--- src/rtl/apb_pkg.sv ---
// Shared APB definitions: FSM state encoding and default bus widths.
package apb_pkg;

    localparam int unsigned APB_ADDR_W = 5;
    localparam int unsigned APB_DATA_W = 8;

    typedef enum logic [1:0] {
        IDLE   = 2'b00,
        SETUP  = 2'b01,
        ACCESS = 2'b10
    } apb_state_t;

endpackage

--- src/rtl/apb_timeout_counter.sv ---
// Counts enabled cycles; tc_o flags the enabled cycle that is the TIMEOUT_CYCLES-th since clear.
module apb_timeout_counter #(
    parameter int unsigned TIMEOUT_CYCLES = 16
) (
    input  logic clk_i,
    input  logic rst_ni,
    input  logic en_i,
    input  logic clr_i,
    output logic tc_o
);

    localparam int unsigned CntW = $clog2(TIMEOUT_CYCLES + 1);
    localparam logic [CntW-1:0] CntLast = CntW'(TIMEOUT_CYCLES - 1);

    logic [CntW-1:0] cnt_q, cnt_d;

    always_comb begin
        cnt_d = cnt_q;
        if (clr_i) begin
            cnt_d = '0;
        end else if (en_i) begin
            cnt_d = cnt_q + 1'b1;
        end
    end

    always_ff @(posedge clk_i or negedge rst_ni) begin
        if (!rst_ni) begin
            cnt_q <= '0;
        end else begin
            cnt_q <= cnt_d;
        end
    end

    assign tc_o = en_i && (cnt_q == CntLast);

endmodule

--- src/rtl/apb_master.sv ---
// APB3 requester: single-beat command port to SETUP/ACCESS transfers with a response pulse.
// Optional ACCESS wait-state abort enabled by defining APB_MASTER_TIMEOUT_EN.
module apb_master
    import apb_pkg::*;
#(
    parameter int unsigned ADDRESS_WIDTH  = APB_ADDR_W,
    parameter int unsigned DATA_WIDTH     = APB_DATA_W,
    parameter int unsigned TIMEOUT_CYCLES = 16
) (
    input  logic                     PCLK,
    input  logic                     PRESETn,
    input  logic                     cmd_valid,
    output logic                     cmd_ready,
    input  logic                     cmd_write,
    input  logic [ADDRESS_WIDTH-1:0] cmd_addr,
    input  logic [DATA_WIDTH-1:0]    cmd_wdata,
    output logic                     rsp_valid,
    output logic [DATA_WIDTH-1:0]    rsp_rdata,
    output logic                     rsp_err,
    output logic                     PSEL,
    output logic                     PENABLE,
    output logic                     PWRITE,
    output logic [ADDRESS_WIDTH-1:0] PADDR,
    output logic [DATA_WIDTH-1:0]    PWDATA,
    input  logic [DATA_WIDTH-1:0]    PRDATA,
    input  logic                     PREADY,
    input  logic                     PSLVERR
);

    apb_state_t                 state_q, state_d;
    logic                       pwrite_q, pwrite_d;
    logic [ADDRESS_WIDTH-1:0]   paddr_q, paddr_d;
    logic [DATA_WIDTH-1:0]      pwdata_q, pwdata_d;
    logic                       rsp_valid_q, rsp_valid_d;
    logic [DATA_WIDTH-1:0]      rsp_rdata_q, rsp_rdata_d;
    logic                       rsp_err_q, rsp_err_d;
    logic                       timeout;

`ifdef APB_MASTER_TIMEOUT_EN
    apb_timeout_counter #(
        .TIMEOUT_CYCLES(TIMEOUT_CYCLES)
    ) u_timeout (
        .clk_i  (PCLK),
        .rst_ni (PRESETn),
        .en_i   ((state_q == ACCESS) && !PREADY),
        .clr_i  (state_q == SETUP),
        .tc_o   (timeout)
    );
`else
    logic unused_timeout_cfg;
    assign unused_timeout_cfg = ^TIMEOUT_CYCLES;
    assign timeout = 1'b0;
`endif

    always_comb begin
        state_d     = state_q;
        pwrite_d    = pwrite_q;
        paddr_d     = paddr_q;
        pwdata_d    = pwdata_q;
        rsp_valid_d = 1'b0;
        rsp_rdata_d = rsp_rdata_q;
        rsp_err_d   = rsp_err_q;
        unique case (state_q)
            IDLE: begin
                if (cmd_valid) begin
                    state_d  = SETUP;
                    pwrite_d = cmd_write;
                    paddr_d  = cmd_addr;
                    pwdata_d = cmd_write ? cmd_wdata : '0;
                end
            end
            SETUP: state_d = ACCESS;
            ACCESS: begin
                // PRDATA/PSLVERR are only trusted in the PREADY cycle.
                if (PREADY) begin
                    state_d     = IDLE;
                    rsp_valid_d = 1'b1;
                    rsp_err_d   = PSLVERR;
                    rsp_rdata_d = pwrite_q ? '0 : PRDATA;
                end else if (timeout) begin
                    state_d     = IDLE;
                    rsp_valid_d = 1'b1;
                    rsp_err_d   = 1'b1;
                    rsp_rdata_d = '0;
                end
            end
            default: state_d = IDLE;
        endcase
    end

    always_ff @(posedge PCLK or negedge PRESETn) begin
        if (!PRESETn) begin
            state_q     <= IDLE;
            pwrite_q    <= 1'b0;
            paddr_q     <= '0;
            pwdata_q    <= '0;
            rsp_valid_q <= 1'b0;
            rsp_rdata_q <= '0;
            rsp_err_q   <= 1'b0;
        end else begin
            state_q     <= state_d;
            pwrite_q    <= pwrite_d;
            paddr_q     <= paddr_d;
            pwdata_q    <= pwdata_d;
            rsp_valid_q <= rsp_valid_d;
            rsp_rdata_q <= rsp_rdata_d;
            rsp_err_q   <= rsp_err_d;
        end
    end

    assign cmd_ready = (state_q == IDLE);
    assign PSEL      = (state_q != IDLE);
    assign PENABLE   = (state_q == ACCESS);
    assign PWRITE    = pwrite_q;
    assign PADDR     = paddr_q;
    assign PWDATA    = pwdata_q;
    assign rsp_valid = rsp_valid_q;
    assign rsp_rdata = rsp_rdata_q;
    assign rsp_err   = rsp_err_q;

endmodule

--- config.mk ---
export PLATFORM = sky130hd
export DESIGN_NAME = apb_master
export DESIGN_NICKNAME = d
export VERILOG_FILES = /design/src/rtl/apb_pkg.sv /design/src/rtl/apb_timeout_counter.sv /design/src/rtl/apb_master.sv
export SDC_FILE = /design/constraint.sdc
export NUM_CORES = 1
export LEC_CHECK = 0
export ABC_AREA = 1
export BUFFER_PORTS_ARGS = -buffer_cell sky130_fd_sc_hd__buf_4
export CORE_MARGIN = 1.5
export CORE_UTILIZATION = 40
export DETAILED_ROUTE_END_ITERATION = 8
export PLACE_DENSITY = 0.75
export SLEW_MARGIN = 10
export SYNTH_ARGS = -nofsm -noshare
export SYNTH_HDL_FRONTEND = slang
export SYNTH_SLANG_ARGS = --single-unit
--- constraint.sdc ---
create_clock -name PCLK -period 1.2 [get_ports PCLK]
set_input_delay 0.12 -clock PCLK [delete_from_list [all_inputs] [get_ports PCLK]]
set_output_delay 0.12 -clock PCLK [all_outputs]
set_load 0.02 [all_outputs]
# Yosys cells after proc, flatten, opt, wreduce, memory -nomap -nowiden
# Cells that the tools add are included.
[word_totals] ff_bits=26 input_bits=27 out_inout_bits=27 elab_cells=23
[classes] n_eq_ne=4 mux=7 reduce_logical=5
[op_table] op="$mux 8" n=2
[op_table] op="$pmux 2 s3" n=1
[op_table] op="$reduce_and 2->1" n=3
[op_table] op="$mux 2" n=2
[op_table] op="$eq 2x1->1 const B" n=1
[op_table] op="$eq 2x2->1 const B" n=1
[op_table] op="$logic_not 2->1" n=1
[op_table] op="$mux 1" n=2
[op_table] op="$ne 2x1->1 const B" n=1
[op_table] op="$ne 2x2->1 const B" n=1
[op_table] op="$reduce_bool 2->1" n=1

# Longest topological paths before layout
# Gate-level depths: netlist (run 1).
[logic_depth] word_depth=3 depth_mapped=5 depth_no_buf=4

# Worst setup path after synthesis (run 1)
# Ideal clock, no wire load.
[synth_timing] path_type="register to register" from="reg state_q[0]" to="reg paddr_q[0], in the netlist PADDR[0]" setup_time_ps=117 arrival_time_ps=954 t_required_ps=1083 setup_slack_ps=129 stages_incl_launch_ff=6 path_buffers=1 period_less_slack_ps=1071 path_cell_list="dfrtp_1 > nor2_4 > nand2_2 > buf_6 > nand2_1 > nand2_1"
[synth_via] elab_chain_cells=2
[synth_lines] item="start, declared" line_no="apb_master.sv:30" rtl="apb_state_t state_q, state_d;"
[synth_lines] item="start signal, assigned" line_no="apb_master.sv:101" rtl="state_q <= state_d;"
[synth_lines] item="$logic_not 2->1" line_no="apb_master.sv:63" rtl="unique case (state_q)"
[synth_lines] item="$reduce_and 2->1 (no source line)"
[synth_lines] item="end signal, assigned" line_no="apb_master.sv:103" rtl="paddr_q <= paddr_d;"
[synth_lines] item="end, declared" line_no="apb_master.sv:32" rtl="logic [ADDRESS_WIDTH-1:0] paddr_q, paddr_d;"
# No other way between the ends.
# A chain may end at the register's enable or synchronous reset.

# Worst setup path after layout (run 1)
[layout_timing] from="reg state_q[1]" to="out PSEL"
[layout_via] elab_chain_cells=1
[layout_lines] item="$reduce_bool 2->1" line_no="apb_master.sv:112" rtl="assign PSEL = (state_q != IDLE);"
[layout_lines] item="end, declared" line_no="apb_master.sv:20" rtl="output logic PSEL,"
# No other way between the ends.

==> results of run 1 <==
-- power by group through the flow --
stage | registers, mW | clock network (mW) | logic (mW)
after detailed placement | 1.55 | 0 | 2.04
after global routing | 1.61 | 0.405 | 2.40
after CTS | 1.55 | 0.371 | 2.23
final | 1.56 | 0.354 | 2.22
after global placement | 1.54 | 0 | 2.00
after floorplan | 1.93 | 0 | 0.743
-- cells in the mapped netlist --
library cell	number	area [µm²]
buf_2	1	5.00
buf_4	1	7.51
buf_6	1	11.3
clkbuf_1	3	11.3
dfrtp_1	26	651
inv_1	21	78.8
nand2_1	54	203
nand2_2	1	6.26
nand3_1	24	120
nor2_1	11	41.3
nor2_2	1	6.26
nor2_4	1	11.3
-- logic make-up (layout without fill, tap and decap cells) --
logic type / after synthesis / after routing / share of synthesized area
buffers and inverters: 27 / 84 / 0.0988
flip-flops: 26 / 26 / 0.565
AND/OR/NAND/NOR: 92 / 92 / 0.337
-- state kept, by name (all words and copies together) (netlist names) --
signal,cells
PADDR,5
PWDATA,8
PWRITE,1
rsp_err,1
rsp_rdata,8
rsp_valid,1
state_q,2
-- per-layer routing --
layer,GRT usage,vias to the layer above
met5,0,-
met3,0.0392,2
met4,0.0408,0
li1,-,548
met1,0.240,498
met2,0.286,45
-- worst paths after layout --
| path | startpoint | end | slack, ns | cells after the start |
|---|---|---|---|---|
| min in group asynchronous | PRESETn | PADDR[2] | 0.23 | 2 |
| max in group asynchronous | PRESETn | PWRITE | 0.70 | 2 |
| worst min register to register | PADDR[0] | PADDR[0] | 0.49 | 2 |
| worst max register to register | state_q[1] | PWDATA[2] | 0.06 | 5 |
| worst min-delay path | cmd_addr[3] | PADDR[3] | 0.03 | 3 |
| worst max-delay path | state_q[1] | PSEL | -0.07 | 3 |
-- repair_timing --
item	in CTS	in global routing
hold endpoints to repair	26	0
pin swaps	2	1
setup endpoints to repair	3	23
resized for setup	7	3
hold buffers	1	0
cloned	0	0
setup buffers	5	1
-- critical path: stages (launching register included) --
cell and delay, ns:
dfrtp_1 0.46, nor2_4 0.19, inv_2 0.06, buf_6 0.13
-- area by class of cell --
cell class,instances,area share
multi-input cells,92,0.247
clock buffers,3,0.0135
flip-flops and latches,26,0.392
well taps,31,0.0233
repair buffers,60,0.276
inverters,21,0.0473
-- metrics by stage --
step | instance area (µm²) | setup TNS [ns]
floorplan | 1150 | 0
global placement | 1570 | 0
detailed placement | 1570 | 0
CTS | 1660 | -0.320
global route | 1670 | -0.317
finish | 1670 | -0.122
==> summary.md, run 1 <==
| Metric | Value |
|---|---|
| Avg Inst Size Synth | 7.95 µm² |
| Total gr overflow | 0 |
| Total power | 4.13 mW |
| Setup repair after global routing missed its margin | yes |
| Leading cell type in the layout, fill and taps excluded | buf_4 |
| CTS tree | yes |
| WS Path Type | reg -> out |
| Switching part of the total | 0.432 |
| Num Clock Sinks | 26 |
| Worst EP arrival | 1.15 ns |
| Min cycle time layout | 1.27 ns |
| Clock slew at reported path FFs | 0.13 ns |
| Sw Pwr | 1.78 mW |
| Largest net degree at the start of global routing | 27 |
| Met2 routed WL | 1140 µm |
| CTS Buf Count | 3 |
| Die span in y | 56.7 µm |
| Part of the power in registers | 0.377 |
| Gate power share | 0.537 |
| Non-filler cells, final | 233 |
| Pins Over Slew Limit | 0 |
| Wire per inst | 11.2 µm |
| Cell count after synthesis | 145 |
| Sequential fraction of the synthesis area | 0.565 |
| First-pass GRT wire length | 4530 µm |
| DR WL met3 | 233 µm |
| Place WS | 0.0270 ns |
| Min-Delay Path Class | in -> reg |
| IO buf count | 53 |
| CP startpoint kind | register |
| NumNets Final | 231 |
| Total Routing Usage GR | 0.176 |
| Initial DRC count | 40 |
| Wirelength, routed | 2610 µm |
| Core Rows | 19 |
| ANT cells | 0 |
| Inst Count DP | 225 |
| Period Utilization, post-route | 1.06 |
| # DRC | 0 |
| Layout cells sized above 1 | 0.347 |
| Area occupied by multi-input gates | 412 µm² |
| Top sig layer | met4 |
| Total internal power | 2.34 mW |
| Max Clock Skew | 0.00551 ns |
| Maxcap violations | 0 |
| Post-DP HPWL | 1850 µm |
| Filler Cell Count | 240 |
| Count of cell types in the netlist | 12 |
| PnR worst setup slack | -0.0682 ns |
| DR vias | 1093 |
| Peak VDD IR | 1.67 mV |
| Initial Util | 0.422 |
| Clock power frac | 0.086 |
| #FFs+latches synth | 26 |
| Layout area overhead | 44.5% |
| Run status | finished, violations left |
| H-tree levels | 1 |
| Violated checks | setup timing |
| Boundary pin count | 54 |
| Skew-Pair Late Insertion Delay | 0.31 ns |
| Antenna Nets Post-Route | 0 |
| Core area | 2730 µm² |
| Minimum hold slack | 0.0282 ns |
| Commonest cells after routing, fill and taps aside | 57 x buf_4, 54 x nand2_1, 24 x dfrtp_1 |
| Vias in the first global route | 1054 |
| Synthesized cell area | 1150 µm² |
| Setup crit end kind | output pin |
| Die width | 56.7 µm |
| Max Freq | 0.789 GHz |
| Slew Limit Headroom | 0.787 |
| Critical path required time | 1.08 ns |
| Worst Tran Pin Value | 0.320 ns |
| Endpoints failing hold | 0 |
| Avg Vias per Cell | 4.69 |
| Register area | 653 µm² |
| Routability Congestion | 0.774 |
| Cell area power density | 2480 nW/µm² |
| Antenna violations before repair | 0 |
| YS warnings | 0 |
| Worst-path maximum fanout | 5 |
| Clock Root Buffer | clkbuf_4 |
| Final setup fails | 3 |
| Die Area | 3210 µm² |
| Finished Core Util | 0.609 |
| Pre-antenna DRT Iters | 4 |
| Clock Path Buffers | 2 |
| Leak | 1.02 nW |
| WL met1 | 1220 µm |
| Syn_nets | 172 |
Note: power is estimated with default switching activity, not from simulation.
==> run 2, diff against run 1 <==
--- a/config.mk
+++ b/config.mk
@@ -7,10 +7,10 @@
 export LEC_CHECK = 0
 export ABC_AREA = 1
 export BUFFER_PORTS_ARGS = -buffer_cell sky130_fd_sc_hd__buf_4
-export CORE_MARGIN = 1.5
 export CORE_UTILIZATION = 40
 export DETAILED_ROUTE_END_ITERATION = 8
 export PLACE_DENSITY = 0.75
+export RECOVER_POWER = 50
 export SLEW_MARGIN = 10
 export SYNTH_ARGS = -nofsm -noshare
 export SYNTH_HDL_FRONTEND = slang
==> summary.md, run 2 (synthesized netlist as in run 1, its figures left out) <==
| Metric | Value |
|---|---|
| Run status | finished, violations left |
| Violated checks | setup timing |
| Die width | 55.7 µm |
| Commonest cells after routing, fill and taps aside | 57 x buf_4, 54 x nand2_1, 24 x dfrtp_1, 24 x nand3_1, 19 x inv_1 |
| Area occupied by multi-input gates | 398 µm² |
| First-pass GRT wire length | 4510 µm |
| Period Utilization, post-route | 1.03 |
| Largest net degree at the start of global routing | 27 |
| Slew Limit Headroom | 0.596 |
| Pre-antenna DRT Iters | 3 |
| Leading cell type in the layout, fill and taps excluded | buf_4 |
| Maxcap violations | 0 |
| TNS Setup | -0.0581 ns |
| Leak | 1.03 nW |
| PnR worst setup slack | -0.0337 ns |
| Worst-path maximum fanout | 5 |
| Max Freq | 0.811 GHz |
| Core Rows | 19 |
| CTS tree | yes |
| Min cycle time layout | 1.23 ns |
| Peak VDD IR | 1.74 mV |
| Minimum hold slack | 0.0367 ns |
| Critical-path cell list | nor2_4 > inv_2 > buf_6 |
| NumNets Final | 232 |
| # DRC | 0 |
| Layout area overhead | 43.8% |
| Endpoints failing hold | 0 |
| Cell area power density | 2490 nW/µm² |
| Finished Core Util | 0.606 |
| Vias in the first global route | 1058 |
| Skew-Pair Late Insertion Delay | 0.30 ns |
| Clock slew at reported path FFs | 0.13 ns |
| Critical path required time | 1.08 ns |
| Clock Root Buffer | clkbuf_4 |
| H-tree levels | 1 |
| Die span in y | 55.7 µm |
| Register area | 653 µm² |
| IO buf count | 53 |
| Setup repair after global routing missed its margin | yes |
| Non-filler cells, final | 234 |
| Top sig layer | met3 |
| Final Cell Area | 1660 µm² |
| Total gr overflow | 0 |
| Wirelength, routed | 2520 µm |
| Post-DP HPWL | 1840 µm |
| Worst EP arrival | 1.11 ns |
| WS Path Type | reg -> out |
| DR WL met3 | 162 µm |
| Num Clock Sinks | 26 |
| Place WS | -0.0347 ns |
| Initial Util | 0.422 |
| Placed Instance Area | 1570 µm² |
| Antenna violations before repair | 0 |
| Total Routing Usage GR | 0.179 |
| Inst Count DP | 225 |
| Pins Over Slew Limit | 0 |
| CTS Buf Count | 3 |
| Filler Cell Count | 246 |
| Crit-path slowest cell | dfrtp_2 |
| ANT cells | 0 |
| DR vias | 1084 |
| Die Area | 3100 µm² |
| Setup crit end kind | output pin |
| Wire per inst | 10.8 µm |
| CP startpoint kind | register |
| Final setup fails | 2 |
| Antenna Nets Post-Route | 0 |
| Boundary pin count | 54 |
| Routability Congestion | 0.800 |
| Clock Path Buffers | 2 |
| Core area | 2730 µm² |
| Total power | 4.12 mW |
| Layout cells sized above 1 | 0.345 |
| Initial DRC count | 26 |
| Worst Tran Pin Value | 0.606 ns |
| Max Clock Skew | 0.00392 ns |
| Min-Delay Path Class | in -> reg |
| Met2 routed WL | 1140 µm |
| Slowest Stage Delay on Critical Path | 0.48 ns |
| Avg Vias per Cell | 4.63 |
| WL met1 | 1210 µm |
[run 2: changes by cell type in the layout (fill, tap and decap cells not counted)]
| cell | change |
|---|---|
| nand2_8 | -1 |
| nand2_4 | +1 |
| clkbuf_2 | +1 |
| nand3_1 | +1 |
| nand3_2 | -1 |
[run 2: worst paths after layout]
check,depth (start not counted),end,start,slack (ns)
worst max-delay path,3,PSEL,state_q[0],-0.03
worst min-delay path,3,rsp_err,PSLVERR,0.04
worst max register to register,5,PWDATA[3],state_q[0],0.04
worst min register to register,2,PWDATA[2],PWDATA[2],0.50
max in group asynchronous,2,state_q[0],PRESETn,0.42
min in group asynchronous,2,rsp_rdata[2],PRESETn,0.35
[run 2: report_power, final]
part           internal (mW)  switching [mW]  total (mW)
combinational          0.987            1.24        2.22
clock                  0.117           0.231       0.348
sequential              1.26           0.290        1.55
total                   2.37            1.76        4.12
[run 2: critical path: cells and delay by family (launching register included)]
| family | cells | cell delay [ns] |
|---|---|---|
| buffers and inverters | 2 | 0.17 |
| flip-flops | 1 | 0.48 |
| AND/OR/NAND/NOR | 1 | 0.16 |
[run 2: routing by layer]
metal | up-vias | global-route usage
met5 | - | 0
met4 | 0 | 0.0429
met3 | 0 | 0.0279
met2 | 40 | 0.308
met1 | 494 | 0.236
li1 | 550 | -
[run 2: area by class of cell]
type,count,area share
multi-input cells,92,0.240
clock buffers,3,0.0136
well taps,31,0.0234
inverters,21,0.0476
flip-flops and latches,26,0.394
repair buffers,61,0.281
[run 2: repair_timing]
action                                  in CTS  in global routing
setup buffers                                4                  1
endpoints found under the setup margin      18                 24
hold buffers                                 1                  0
pin swaps                                    2                  0
hold endpoints to repair                    26                  0
resized for setup                            8                  0
